**src/rtl/lsu_mem_bridge.sv**
```systemverilog
// Purpose: executes one core load/store per instruction on a word-wide valid/ready data bus
//          (store-lane alignment, load sign/zero extension, misaligned-access detection).
// Latency: minimum 3 cycles (IDLE accept, BUS, DONE); core stall cycles = 1 + BUS cycles.
// Backpressure: BUS holds address/data/strobes until i_busReady; the core is stalled meanwhile.
// Optional MEM_TIMEOUT_EN: abort a BUS wait after TIMEOUT_CYCLES cycles and flag o_busFault.
module lsu_mem_bridge #(
  parameter int ADDR_W         = 32,
  parameter int TIMEOUT_CYCLES = 64
) (
  input  logic              i_clk,
  input  logic              i_rst,
  input  logic              i_memReq,
  input  logic              i_memWrite,
  input  logic [2:0]        i_funct3,
  input  logic [ADDR_W-1:0] i_addr,
  input  logic [31:0]       i_wdata,
  output logic              o_stall,
  output logic [31:0]       o_rdata,
  output logic              o_misaligned,
  output logic              o_busFault,
  output logic              o_busValid,
  output logic              o_busWrite,
  output logic [ADDR_W-1:0] o_busAddr,
  output logic [31:0]       o_busWdata,
  output logic [3:0]        o_busStrb,
  input  logic              i_busReady,
  input  logic [31:0]       i_busRdata
);

  localparam logic [1:0] S_IDLE = 2'd0;
  localparam logic [1:0] S_BUS  = 2'd1;
  localparam logic [1:0] S_DONE = 2'd2;

  logic [1:0]        state_q, state_d;
  logic              write_q, write_d;
  logic [1:0]        size_q, size_d;
  logic              zext_q, zext_d;
  logic [1:0]        off_q, off_d;
  logic [ADDR_W-1:0] addr_q, addr_d;
  logic [31:0]       wdata_q, wdata_d;
  logic [3:0]        strb_q, strb_d;
  logic [31:0]       rdata_q, rdata_d;

  logic        req_seen;
  logic        misal;
  logic        accept;
  logic        misal_evt;
  logic [3:0]  strb_new;
  logic [31:0] wdata_new;
  logic [7:0]  lane_b;
  logic [15:0] lane_h;
  logic [31:0] load_val;
  logic        expire;

  // Request qualification: only IDLE listens to memReq; reset masks it so
  // the stall cannot survive an asynchronous reset.
  always_comb begin
    req_seen  = (state_q == S_IDLE) && i_memReq && !i_rst;
    misal     = (i_funct3[1:0] == 2'b11) ||
                ((i_funct3[1:0] == 2'b01) && i_addr[0]) ||
                ((i_funct3[1:0] == 2'b10) && (i_addr[1:0] != 2'b00));
    accept    = req_seen && !misal;
    misal_evt = req_seen && misal;
  end

  // Store lane alignment: strobes shifted by offset, data replicated across lanes
  always_comb begin
    case (i_funct3[1:0])
      2'b00: begin
        strb_new  = 4'b0001 << i_addr[1:0];
        wdata_new = {4{i_wdata[7:0]}};
      end
      2'b01: begin
        strb_new  = 4'b0011 << i_addr[1:0];
        wdata_new = {2{i_wdata[15:0]}};
      end
      default: begin
        strb_new  = 4'b1111;
        wdata_new = i_wdata;
      end
    endcase
  end

  // Load extraction: pick the addressed lane(s) and extend to 32 bits
  always_comb begin
    case (off_q)
      2'd0:    lane_b = i_busRdata[7:0];
      2'd1:    lane_b = i_busRdata[15:8];
      2'd2:    lane_b = i_busRdata[23:16];
      default: lane_b = i_busRdata[31:24];
    endcase
    lane_h = off_q[1] ? i_busRdata[31:16] : i_busRdata[15:0];
    case (size_q)
      2'b00:   load_val = {{24{!zext_q && lane_b[7]}}, lane_b};
      2'b01:   load_val = {{16{!zext_q && lane_h[15]}}, lane_h};
      default: load_val = i_busRdata;
    endcase
  end

`ifdef MEM_TIMEOUT_EN
  localparam int CNT_W = (TIMEOUT_CYCLES > 1) ? $clog2(TIMEOUT_CYCLES) : 1;

  logic [CNT_W-1:0] cnt_q, cnt_d;
  logic             fault_q, fault_d;

  // Wait counter: cleared on BUS entry, counts BUS cycles without ready
  always_comb begin
    expire  = (cnt_q == CNT_W'(TIMEOUT_CYCLES - 1));
    cnt_d   = cnt_q;
    fault_d = 1'b0;
    if (accept) begin
      cnt_d = '0;
    end else if ((state_q == S_BUS) && !i_busReady) begin
      if (expire) begin
        fault_d = 1'b1;
      end else begin
        cnt_d = cnt_q + CNT_W'(1);
      end
    end
  end

  // Timeout state registers
  always_ff @(posedge i_clk or posedge i_rst) begin
    if (i_rst) begin
      cnt_q   <= '0;
      fault_q <= 1'b0;
    end else begin
      cnt_q   <= cnt_d;
      fault_q <= fault_d;
    end
  end

  assign o_busFault = fault_q;
`else
  assign expire     = 1'b0;
  assign o_busFault = 1'b0;
`endif

  // Main FSM next state and transaction capture
  always_comb begin
    state_d = state_q;
    write_d = write_q;
    size_d  = size_q;
    zext_d  = zext_q;
    off_d   = off_q;
    addr_d  = addr_q;
    wdata_d = wdata_q;
    strb_d  = strb_q;
    rdata_d = rdata_q;
    case (state_q)
      S_IDLE: begin
        if (accept) begin
          write_d = i_memWrite;
          size_d  = i_funct3[1:0];
          zext_d  = i_funct3[2];
          off_d   = i_addr[1:0];
          addr_d  = {i_addr[ADDR_W-1:2], 2'b00};
          wdata_d = wdata_new;
          strb_d  = strb_new;
          state_d = S_BUS;
        end else if (misal_evt) begin
          rdata_d = 32'd0;
        end
      end
      S_BUS: begin
        if (i_busReady) begin
          if (!write_q) rdata_d = load_val;
          state_d = S_DONE;
        end else if (expire) begin
          rdata_d = 32'd0;
          state_d = S_DONE;
        end
      end
      S_DONE:  state_d = S_IDLE;
      default: state_d = S_IDLE;
    endcase
  end

  // State and captured-transaction registers
  always_ff @(posedge i_clk or posedge i_rst) begin
    if (i_rst) begin
      state_q <= S_IDLE;
      write_q <= 1'b0;
      size_q  <= 2'b00;
      zext_q  <= 1'b0;
      off_q   <= 2'b00;
      addr_q  <= '0;
      wdata_q <= 32'd0;
      strb_q  <= 4'b0000;
      rdata_q <= 32'd0;
    end else begin
      state_q <= state_d;
      write_q <= write_d;
      size_q  <= size_d;
      zext_q  <= zext_d;
      off_q   <= off_d;
      addr_q  <= addr_d;
      wdata_q <= wdata_d;
      strb_q  <= strb_d;
      rdata_q <= rdata_d;
    end
  end

  // Outputs: bus side is registered, stall/misaligned react in the IDLE cycle
  always_comb begin
    o_busValid   = (state_q == S_BUS);
    o_busWrite   = (state_q == S_BUS) && write_q;
    o_busAddr    = addr_q;
    o_busWdata   = wdata_q;
    o_busStrb    = strb_q;
    o_stall      = accept || (state_q == S_BUS);
    o_misaligned = misal_evt;
    o_rdata      = misal_evt ? 32'd0 : rdata_q;
  end

endmodule

```
**config.mk**
```make
export PLATFORM = sky130hd
export DESIGN_NAME = lsu_mem_bridge
export DESIGN_NICKNAME = d
export VERILOG_FILES = /design/src/rtl/lsu_mem_bridge.sv
export SDC_FILE = /design/constraint.sdc
export NUM_CORES = 1
export LEC_CHECK = 0
export CAP_MARGIN = 20
export CORE_MARGIN = 1.5
export CORE_UTILIZATION = 44
export DETAILED_ROUTE_END_ITERATION = 6
export PLACE_DENSITY = 0.77
export SETUP_SLACK_MARGIN = 0.4
export SKIP_CTS_REPAIR_TIMING = 1
export SLEW_MARGIN = 20
export SYNTH_ARGS = -nofsm -noshare
export SYNTH_HDL_FRONTEND = slang
export SYNTH_SLANG_ARGS = --single-unit
```
**constraint.sdc**
```tcl
create_clock -name i_clk -period 4.1 [get_ports i_clk]
set_input_delay 0.615 -clock i_clk [delete_from_list [all_inputs] [get_ports i_clk]]
set_output_delay 0.615 -clock i_clk [all_outputs]
set_load 0.01 [all_outputs]
```
==> out/results.md <==
### Detailed routing
• 4574 — via count
• 5.41 — routed vias/inst
• 15300 um — Final Routed Wirelength
• 0 — DRC violation count after routing
• 0 — Antenna Violating Nets Remaining
• 346 — drt initial violations
• 5 — 1st-pass router iterations
• 18.1 um — WL/cell

### Timing
• 0 — Final Max Tran Viols
• 0 — final hold violation count
• no — unrepaired setup endpoints after global routing
• 8.94 ps — Layout Skew
• 0.356 — normalized max-slew margin
• 0 — Final setup violation count
• 291 MHz — max frequency
• 966 ps — Worst Tran Pin Value
• 0 ps — final total negative setup slack
• 3440 ps — time the worst path needs with I/O delays and setup
• 0.839 — period utilisation layout

### Placement
• 205 — number of buffers inserted by port buffering
• 829 — count of placed standard cells including taps
• 11100 um — post-detail-place hpwl
• 0.909 — weighted congestion at the end of routability-driven global placement

### Die
• 0.448 — starting density of the core
• 113 um — die width
• 40 — number of placement rows
• 11900 um2 — Core Footprint
• 113 um — vertical extent of the die
• 209 — I/O pins
• 12800 um2 — Die Footprint

### Critical path
• clkdlybuf4s50_1 -> o21a_1 -> o211ai_4 -> and2_4 -> clkdlybuf4s50_1 — critical path, cell by cell
• 3480 ps — required time of the critical path
• output pin — type of destination of the critical path
• 18 — worst-path fanout max
• sky130_fd_sc_hd__clkdlybuf4s50_1 — cell seen most often among critical-path stages
• buffers and inverters — delay-heaviest family, CP
• 2830 ps — Arr. time, crit path
• sky130_fd_sc_hd__clkdlybuf4s50_1 — slowest stage cell on the critical path
• primary input — sort of element at the start of the critical path
• 2 — Buf+Inv Stages, Crit Path
• 550 ps — Crit path largest cell delay
• in2out — Crit Path Category

### Final layout
• 2440 um2 — area of the multi-input gates
• 989 — count of filler cells inserted in the layout
• 846 — number of standard cells in the layout, taps in and fillers out
• sky130_fd_sc_hd__clkdlybuf4s50_1 — most common cell after layout, fill and taps aside
• 2650 um2 — area used by sequential logic in the layout
• 0 — antenna fix cells
• 205 x sky130_fd_sc_hd__clkdlybuf4s50_1, 106 x sky130_fd_sc_hd__dfrtp_1, 70 x sky130_fd_sc_hd__nand2_1 — most frequent cells in the layout
• 45.5% — area delta synth->final
• 0.133 — share of layout cells above drive strength 1
• 798 — fin nets

### Synth
• 1.00 — share of flip-flops with an asynchronous set or reset
• sky130_fd_sc_hd__dfrtp_1 — biggest area consumer among synthesized cells
• 5340 um2 — Syn Std Cell Area
• 10.6 um2 — average cell area after synthesis
• sky130_fd_sc_hd__dfrtp_1 — most common flop cell mapped by yosys
• 0.497 — share of the yosys chip area belonging to registers
• 39 — number of distinct library cells after synthesis
• 0 — count of warnings emitted by yosys
• 0.497 — share of the synthesized area in the top cell type
• 502 — Mapped Cells
• 106 — synthesized flop and latch total
• 0 — Post-synth EDFFs
• sky130_fd_sc_hd__dfrtp_1 50%, sky130_fd_sc_hd__mux2_2 9.1%, sky130_fd_sc_hd__mux2i_1 5.3% — Synth area leaders

### GRT
• 0 — Overflow after GRT
• 92 — maximum number of pins on one net before global-route repair
• 0 — initial antenna violation count
• 23500 um — first-pass GRT wire length
• 4522 — via count of the first global-routing pass
• 0.236 — total global routing track utilization

### Clock network
• 360 ps — Worst-Skew Late Latency
• 3 — H-tree depth
• 9 — CTS Buf Count
• done — CTS tree
• 106 — number of clock sinks
• 70 ps — clock slew seen by the registers of the worst setup and hold paths
• 2 — Bufs on Longest Clock Path
• sky130_fd_sc_hd__clkbuf_16 — root buf cell

### Min path
• reg2reg — path class of the lowest-slack min-delay path

### Power
• 3.56 nW — Leakage Power
• 551 nW/um2 — power per cell area
• 369 uV — maximum ir drop on the vdd rail

### Flow run
• 0 — Max Cap Viol

### Status
• completed — status

-- worst paths after layout --
path                                        start                  endpoint  slack [ps]  cells past startpoint
max                                     i_addr[1]               o_rdata[23]         660                      5
min                        rdata_q[8]$_DFFE_PP0P_    rdata_q[8]$_DFFE_PP0P_         470                      1
max reg2reg                 size_q[0]$_DFFE_PP0P_    rdata_q[9]$_DFFE_PP0P_        1770                      5
min reg2reg                rdata_q[8]$_DFFE_PP0P_    rdata_q[8]$_DFFE_PP0P_         470                      1
max in group asynchronous                   i_rst   rdata_q[28]$_DFFE_PP0P_        2420                      3
min in group asynchronous                   i_rst  o_busAddr[3]$_DFFE_PP0P_         900                      2
-- per-stage QoR --
stage | hold WS [ps] | setup WS [ps] | utilization | cell area, um2 | power (mW)
finish | 472 | 660 | 0.652 | 7770 | 4.28
global route | 487 | 499 | 0.652 | 7770 | 4.52
CTS | 474 | 569 | 0.651 | 7750 | 4.31
detailed placement | 458 | 562 | 0.626 | 7460 | 3.43
global placement | 443 | 649 | 0.626 | 7460 | 3.37
floorplan | 430 | 696 | - | 5350 | 2.49
-- power by group --
group	switching, mW	total (mW)	internal, mW
clock network	0.419	0.863	0.443
registers	0.229	1.61	1.38
logic	0.740	1.81	1.07
total	1.39	4.28	2.90
-- cells in the mapped netlist (2+ instances only) --
cell,instances
sky130_fd_sc_hd__and2_4,11
sky130_fd_sc_hd__o221ai_1,7
sky130_fd_sc_hd__o21ai_0,29
sky130_fd_sc_hd__a31oi_1,8
sky130_fd_sc_hd__inv_1,21
sky130_fd_sc_hd__buf_4,4
sky130_fd_sc_hd__and2_1,22
sky130_fd_sc_hd__nand2_1,70
sky130_fd_sc_hd__a21o_1,24
sky130_fd_sc_hd__a32o_1,2
sky130_fd_sc_hd__a221o_1,2
sky130_fd_sc_hd__buf_2,12
sky130_fd_sc_hd__o22ai_1,2
sky130_fd_sc_hd__mux2_4,8
sky130_fd_sc_hd__a221oi_1,7
sky130_fd_sc_hd__nand3_1,3
sky130_fd_sc_hd__mux2i_1,28
sky130_fd_sc_hd__buf_6,4
sky130_fd_sc_hd__mux2_2,43
sky130_fd_sc_hd__nor2_1,23
sky130_fd_sc_hd__a2bb2oi_1,16
sky130_fd_sc_hd__nor2b_1,2
sky130_fd_sc_hd__a21oi_1,14
sky130_fd_sc_hd__clkbuf_1,16
sky130_fd_sc_hd__or2b_1,2
sky130_fd_sc_hd__nand2b_1,4
sky130_fd_sc_hd__dfrtp_1,106
-- metal layers --
metal  track usage  share of wire  up-vias
met5             0              0        -
met4         0.113          0.033        0
met3        0.0675          0.066       42
met2         0.387           0.49      197
met1         0.289           0.41     2208
li1              -              -     2127
-- area by class of cell --
class / instances / area share
Sequential cell: 106 / 0.341
Clock inverter: 6 / 0.00709
Inverter: 21 / 0.0105
Multi-Input combinational cell: 342 / 0.314
Clock buffer: 10 / 0.0308
Timing Repair Buffer: 214 / 0.273
Tap cell: 147 / 0.0237
-- logic make-up (layout without fill, tap and decap cells) --
family | Yosys count | in the layout | share of synthesized area
simple gates | 142 | 142 | 0.131
compound gates | 116 | 117 | 0.153
flops | 106 | 106 | 0.497
mux | 79 | 79 | 0.166
buf+inv | 57 | 251 | 0.0513
other cells | 1 | 3 | 0.000703
xor+xnor | 1 | 1 | 0.00164
-- state kept, by name, summed over array words and instances (netlist names), 2 cells and up --
register / count
o_busWdata: 32
state_q: 2
o_busAddr: 30
off_q: 2
size_q: 2
rdata_q: 32
o_busStrb: 4
(Power assumes the default switching activity.)
